==> src/rtl/t_ff_pkg.sv <==
// Shared definitions for the toggle/count primitive.
//   mode_t          : operation select encoding on the 'mode' input
//   DEF_WIDTH       : default register width
//   DEF_RESET_VAL   : default post-reset register value
package t_ff_pkg;

  typedef enum logic [1:0] {
    MODE_HOLD   = 2'b00,
    MODE_TOGGLE = 2'b01,
    MODE_UP     = 2'b10,
    MODE_DOWN   = 2'b11
  } mode_t;

  localparam int DEF_WIDTH     = 4;
  localparam int DEF_RESET_VAL = 0;

endpackage

==> src/rtl/t_ff_cell.sv <==
// One-bit T flip-flop with synchronous reset to a per-bit reset value.
//   CLK     : clock, state updates on posedge
//   res     : synchronous active-high reset, loads rst_val
//   rst_val : value taken by q on reset
//   t       : toggle request, q inverts on the edge when high
//   q       : registered bit value
module t_ff_cell (
  input  logic CLK,
  input  logic res,
  input  logic rst_val,
  input  logic t,
  output logic q
);

  always_ff @(posedge CLK) begin
    if (res) q <= rst_val;
    else     q <= q ^ t;
  end

endmodule

==> src/rtl/t_ff_counter.sv <==
// WIDTH-bit register built from T cells, supporting hold, per-bit toggle,
// modulo-MODULUS up/down counting and synchronous parallel load.
//   CLK     : clock, all state updates on posedge
//   res     : synchronous active-high reset (highest priority)
//   en      : enables the mode operation; load ignores it
//   mode    : 00 hold, 01 toggle, 10 count up, 11 count down
//   T       : per-bit toggle mask for toggle mode
//   load    : synchronous parallel load of D (no modulus clamp)
//   D       : load data
//   clr_ovf : clears the sticky overflow flag (a same-cycle wrap wins)
//   Q       : register value
//   wrap    : one-cycle registered pulse following a wrap/snap event
//   ovf     : sticky flag set by any wrap/snap event
module t_ff_counter
  import t_ff_pkg::*;
#(
  parameter int               WIDTH     = DEF_WIDTH,
  parameter int               MODULUS   = 2**WIDTH,
  parameter logic [WIDTH-1:0] RESET_VAL = WIDTH'(DEF_RESET_VAL)
) (
  input  logic             CLK,
  input  logic             res,
  input  logic             en,
  input  logic [1:0]       mode,
  input  logic [WIDTH-1:0] T,
  input  logic             load,
  input  logic [WIDTH-1:0] D,
  input  logic             clr_ovf,
  output logic [WIDTH-1:0] Q,
  output logic             wrap,
  output logic             ovf
);

  localparam logic [WIDTH-1:0] MAX_VAL = WIDTH'(MODULUS - 1);

  mode_t            mode_sel;
  logic [WIDTH-1:0] q_next;
  logic [WIDTH-1:0] t_mask;
  logic             wrap_evt;

  assign mode_sel = mode_t'(mode);

  // Next register value; reset is handled inside the cells themselves.
  always_comb begin
    q_next   = Q;
    wrap_evt = 1'b0;
    if (load) begin
      q_next = D;
    end else if (en) begin
      case (mode_sel)
        MODE_TOGGLE: q_next = Q ^ T;
        MODE_UP: begin
          if (Q < MAX_VAL) begin
            q_next = Q + WIDTH'(1);
          end else begin
            q_next   = '0;
            wrap_evt = 1'b1;
          end
        end
        MODE_DOWN: begin
          // Zero wraps to the top; out-of-range values snap to the top.
          if (Q == '0 || Q > MAX_VAL) begin
            q_next   = MAX_VAL;
            wrap_evt = 1'b1;
          end else begin
            q_next = Q - WIDTH'(1);
          end
        end
        default: q_next = Q;
      endcase
    end
  end

  // Every update, including load, is expressed as a toggle mask.
  assign t_mask = Q ^ q_next;

  for (genvar i = 0; i < WIDTH; i++) begin : g_cell
    t_ff_cell u_cell (
      .CLK     (CLK),
      .res     (res),
      .rst_val (RESET_VAL[i]),
      .t       (t_mask[i]),
      .q       (Q[i])
    );
  end

  always_ff @(posedge CLK) begin
    if (res) begin
      wrap <= 1'b0;
      ovf  <= 1'b0;
    end else begin
      wrap <= wrap_evt;
      if (wrap_evt)     ovf <= 1'b1;
      else if (clr_ovf) ovf <= 1'b0;
    end
  end

endmodule

==> config.mk <==
export PLATFORM = sky130hd
export DESIGN_NAME = t_ff_counter
export DESIGN_NICKNAME = d
export VERILOG_FILES = /design/src/rtl/t_ff_pkg.sv /design/src/rtl/t_ff_cell.sv /design/src/rtl/t_ff_counter.sv
export SDC_FILE = /design/constraint.sdc
export NUM_CORES = 1
export LEC_CHECK = 0
export ABC_AREA = 1
export BUFFER_PORTS_ARGS = -buffer_cell sky130_fd_sc_hd__buf_2
export CAP_MARGIN = 20
export CORE_MARGIN = 3
export CORE_UTILIZATION = 41
export DETAILED_ROUTE_END_ITERATION = 12
export GPL_TIMING_DRIVEN = 0
export MAX_ROUTING_LAYER = met4
export PLACE_DENSITY_LB_ADDON = 0.15
export SYNTH_ARGS = -nofsm -noshare
export SYNTH_HDL_FRONTEND = slang
export SYNTH_SLANG_ARGS = --single-unit
==> constraint.sdc <==
create_clock -name CLK -period 1.27 [get_ports CLK]
set_clock_uncertainty 0.15 [all_clocks]
set_input_delay 0.254 -clock CLK [delete_from_list [all_inputs] [get_ports CLK]]
set_output_delay 0.254 -clock CLK [all_outputs]
set_load 0.05 [all_outputs]
### Word-level counts from Yosys, hierarchy flattened

Index checks and enable logic that the tools add are counted.

| word-level totals | value |
|---|---|
| input bits | 15 |
| output and inout port bits | 6 |
| word-level logic and storage cells | 34 |
| bits in registers | 6 |

| cells by class | value |
|---|---|
| bitwise gates (word level) | 6 |
| multiplexer cells | 12 |
| reduce and logical (&&, ||, !) cells | 3 |
| equal/unequal tests | 3 |
| add/subtract/negate cells | 2 |
| $lt $le $gt $ge | 2 |

Operator list:

| cell | count |
|---|---|
| 2-to-1 mux 4 bit | 4 |
| case mux 4 bit (3 select lines) | 1 |
| bitwise XOR 4 bit | 2 |
| 2-to-1 mux 1 bit | 6 |
| adder 4 x 1 -> 4 bit, second input constant | 1 |
| equality test 2 bit, second input constant | 2 |
| greater-than comparator 4 bit, second input constant | 1 |
| logical NOT 4 bit | 1 |
| < comparator 4 bit, second input constant | 1 |
| subtractor 4 x 1 -> 4 bit, second input constant | 1 |
| bitwise XOR 1 bit | 4 |
| equality test 2 x 1 -> 1 bit, second input constant | 1 |
| case mux 1 bit (2 select lines) | 1 |
| nonzero test 2 bit | 1 |
| logical OR 1 bit | 1 |

### Logic depth before layout (Yosys ltp)

| logic depth | value |
|---|---|
| word-level depth | 8 |
| depth in mapped cells | 8 |

### Cells and area by module

A second synthesis with hierarchy kept.

| second synthesis, totals | value |
|---|---|
| cells, all modules | 119 |
| area total of the unflattened synthesis | 643.1 um2 |

Modules (own cells, without submodules):

| module | cells each | area an instance (um2) | seq. area each (um2) | times used |
|---|---|---|---|---|
| t_ff_counter | 83 | 437.9 | 40.0 | 1 |
| t_ff_cell | 9 | 51.3 | 20.0 | 4 |

### Worst setup path before layout

No wires, ideal clock.

| timing | value |
|---|---|
| path type | register -> register |
| from | register g_cell[1].u_cell.q |
| to | register g_cell[3].u_cell.q |
| cell stages (with the launch flop) | 9 |
| arrival time | 1106 ps |
| buffers on the path | 0 |
| slack | -108 ps |
| cell sequence | dfxtp_1 inv_1 ha_1 a21oi_1 nand2_1 nand3_1 nand3_1 nand2_1 a21oi_2 |

| between the ends | value |
|---|---|
| longest elaborated chain between the ends | 8 |

RTL lines:

| item | line | RTL |
|---|---|---|
| start, declared | t_ff_cell.sv:12 | `output logic q` |
| start signal, assigned | t_ff_cell.sv:16 | `if (res) q <= rst_val;` |
| start signal, assigned | t_ff_cell.sv:17 | `else q <= q ^ t;` |
| greater-than comparator 4 bit or logical NOT 4 bit (tied branches) | t_ff_counter.sv:62 | `if (Q == '0 \|\| Q > MAX_VAL) begin` |
| logical OR 1 bit | t_ff_counter.sv:62 |  |
| 2-to-1 mux 4 bit | t_ff_counter.sv:62 |  |
| case mux 4 bit (3 select lines) (*) | t_ff_counter.sv:50 | `case (mode_sel)` |
| 2-to-1 mux 4 bit (*) | t_ff_counter.sv:49 | `end else if (en) begin` |
| 2-to-1 mux 4 bit (*) | t_ff_counter.sv:47 | `if (load) begin` |
| bitwise XOR 4 bit (*) | t_ff_counter.sv:75 | `assign t_mask = Q ^ q_next;` |
| bitwise XOR 1 bit (*) | t_ff_cell.sv:17 |  |
| end signal, assigned | t_ff_cell.sv:16 |  |
| end signal, assigned | t_ff_cell.sv:17 |  |
| end, declared | t_ff_cell.sv:12 |  |

Every way passes the cells marked *; elsewhere a longest branch is shown, timed or not.
A chain may end at the register's enable or synchronous reset.

### Final worst setup path

Same ends and word-level chain as after synthesis.

==> results by group <==
STA
  • Final period utilization: 104%
  • Slew @ Worst Pin: 0.396 ns
  • Fin. max-slew vios: 0
  • Max_slew headroom: 73.4%
  • Min Tclk post-route: 1.33 ns
  • RSZ-0062 raised after global routing: true
  • Final hold violations: 0
  • Final setup fails: 8
  • Slack of the critical path: -0.0570 ns
  • Final hold slack: 0.0407 ns
  • Maximum clock rate: 0.754 GHz

Layout
  • Antenna diodes: 0
  • Design area: 843 um2
  • Non-Filler Instances: 133
  • Nets: 137
  • Layout area overhead: 53.2%
  • Share of cells above drive strength 1: 50.4%

Setup path
  • CP required: 1.25 ns
  • Crit end category: flip-flop
  • Crit path arrival time: 1.31 ns
  • Crit Path Class: reg -> reg
  • Max FO, Critical Path: 6
  • Worst flop-to-flop path endpoint: g_cell[3].u_cell.q
  • Flop-to-flop setup slack: -0.06 ns
  • Worst r2r src: g_cell[1].u_cell.q
  • Critical Path Source Type: flip-flop
  • Reg2Reg Depth: 8

Power and ir drop
  • Leakage: 0.422 nW
  • Pwr Density: 859 nW/um2
  • Maximum vdd ir drop: 639 uV

CTS
  • CTS HTree Levels: 1
  • CTS hold repair buffers: 0
  • Reg clk slew, reported paths: 0.05 ns
  • CTS max path bufs: 2
  • TritonCTS Sinks: 6
  • Root buf cell: clkbuf_4
  • TritonCTS Buffers: 3
  • CTS tree: built
  • Clk_lat worst skew: 0.25 ns

GRT
  • Largest net degree at the start of global routing: 11
  • First-pass GRT wire length: 2.39 mm
  • Vias in the first global route: 589
  • M2 GR Usage: 28.7%
  • Busiest layer in global routing: met2
  • GR Util met3: 7.30%
  • Initial antenna violation count: 0
  • Remaining Overflow, GRT: 0
  • Tot GR Track Use: 17.7%
  • GR Util met1: 19.6%

Floorplanning
  • Die Y: 42.6 um
  • Die area: 1820 um2
  • Core box area: 1190 um2
  • Starting Density: 46.4%
  • Die width: 42.6 um
  • Row cnt: 12
  • Io pins: 21

Place
  • Post-DP HPWL: 1.03 mm
  • Post-Place Worst Slack: -0.101 ns
  • Port Buf Inserts: 20
  • Gpl congestion: 0.789
  • Placed cell count: 123
  • Placed inst area: 676 um2

Yosys
  • Leading area contributor after synthesis: dfxtp_1
  • Synthesis Warnings: 0
  • Count of unique library cells instantiated by Yosys: 20
  • Mapped Cells: 89
  • Syn Area/Cell: 6.19 um2
  • Seq/Total Area, Yosys: 21.8%
  • EDFF count, synth: 0
  • Most frequent cell after synthesis: nand2_1
  • Synth top area share: 21.8%
  • Synth top cells by count: nand2_1, a21oi_1, inv_1
  • Synthesized Nets: 106
  • Mapped Area: 551 um2
  • Ys flop type: dfxtp_1
  • Area contributors post-synth: dfxtp_1, nand2_1, a21oi_1
  • FFs w/ async S/R, synth: 0%
  • Yosys reg bits: 6

Min path
  • Worst Hold End: ovf
  • Hold Crit Class: in -> reg
  • Worst hold path stage count: 2
  • Hold Path Origin: res

Drt
  • ANT nets after route: 0
  • Detailed-route via count: 673
  • DRC viols: 0
  • Average wire per standard cell: 11.4 um
  • Number of DRC markers in iteration 0: 30
  • Via density: 5.06
  • Final WL: 1.52 mm
  • DRT Pass-1 Iters: 4

Outcome
  • Outcome: complete, but fails checks
  • Failing checks: negative setup slack

Run
  • Max-Cap Viols: 0
critical path, stage by stage (launching register included):
cell     delay [ns]
dfxtp_4        0.40
inv_4          0.04
ha_4           0.16
a21oi_2        0.11
nand2_1        0.07
nand3_1        0.06
nand3_1        0.08
nand2_1        0.09
a21oi_2        0.05
metal layers:
layer | wire [um] | vias up
li1 | - | 350
met1 | 625 | 294
met2 | 784 | 29
met3 | 111 | 0
met4 | 0 | 0
met5 | 0 | -
layout by cell type (no fill, tap or decap), types with 2 or more instances in the layout:
master,count
o21ai_1,5
o21ai_2,2
buf_8,2
ha_4,2
nand3_2,3
inv_2,4
dfxtp_4,2
buf_4,9
buf_6,4
inv_1,7
a21oi_1,10
inv_4,2
nor2_1,3
clkbuf_4,4
buf_2,16
dfxtp_1,3
nor2_2,2
a21oi_2,3
nand3_1,7
o21ai_0,4
nand2_1,18
sequential cells by signal (all words and copies together) (netlist names):
name and flops:
ovf 1, wrap 1, g_cell.u_cell.q 4
worst max path at each step:
stage	from	endpoint	slack, ns	depth (start not counted)
final	g_cell[1].u_cell.q	g_cell[3].u_cell.q	-0.06	8
after CTS	g_cell[1].u_cell.q	ovf	-0.08	8
after floorplan	g_cell[1].u_cell.q	g_cell[1].u_cell.q	0.006	7
after global placement	g_cell[1].u_cell.q	g_cell[3].u_cell.q	-0.1	8
after global routing	g_cell[1].u_cell.q	g_cell[0].u_cell.q	-0.15	8
after detailed placement	g_cell[1].u_cell.q	g_cell[3].u_cell.q	-0.10	8
per-stage QoR:
step / TNS (ns) / utilization [%] / power [mW]
after floorplan: 0 / - / 0.388
after global placement: -0.413 / 57.0 / 0.445
after detailed placement: -0.471 / 57.0 / 0.448
after CTS: -0.326 / 67.6 / 0.701
after global routing: -0.815 / 71.1 / 0.775
final: -0.257 / 71.1 / 0.725
cell type report:
| cell class | count | area [um2] |
|---|---|---|
| multi-input cells | 63 | 382 |
| fillers | 100 | 343 |
| repair buffers | 26 | 178 |
| flip-flops and latches | 6 | 129 |
| inverters | 14 | 58.8 |
| plain buffers | 6 | 52.6 |
| clock buffers | 4 | 26.3 |
| well taps | 14 | 17.5 |
kinds of logic after synthesis:
kind of cell / Yosys count / synth area share, %
simple gates: 36 / 30.9
fa+ha+maj: 2 / 4.54
compound gates: 25 / 24.5
buf+inv: 20 / 18.2
flops: 6 / 21.8
what timing repair did:
action | CTS | global route
setup buffers | 4 | 2
setup endpoints to repair | 10 | 10
gates resized for setup | 20 | 9
cloned | 0 | 0
pin swaps | 6 | 9
report_power, final:
group | total, mW | leakage, nW | internal, mW | switching [mW]
clock | 0.199 | 0.0150 | 0.120 | 0.0789
combinational | 0.309 | 0.356 | 0.139 | 0.170
sequential | 0.217 | 0.0509 | 0.200 | 0.0171
Power figures use the tool's default switching activity.
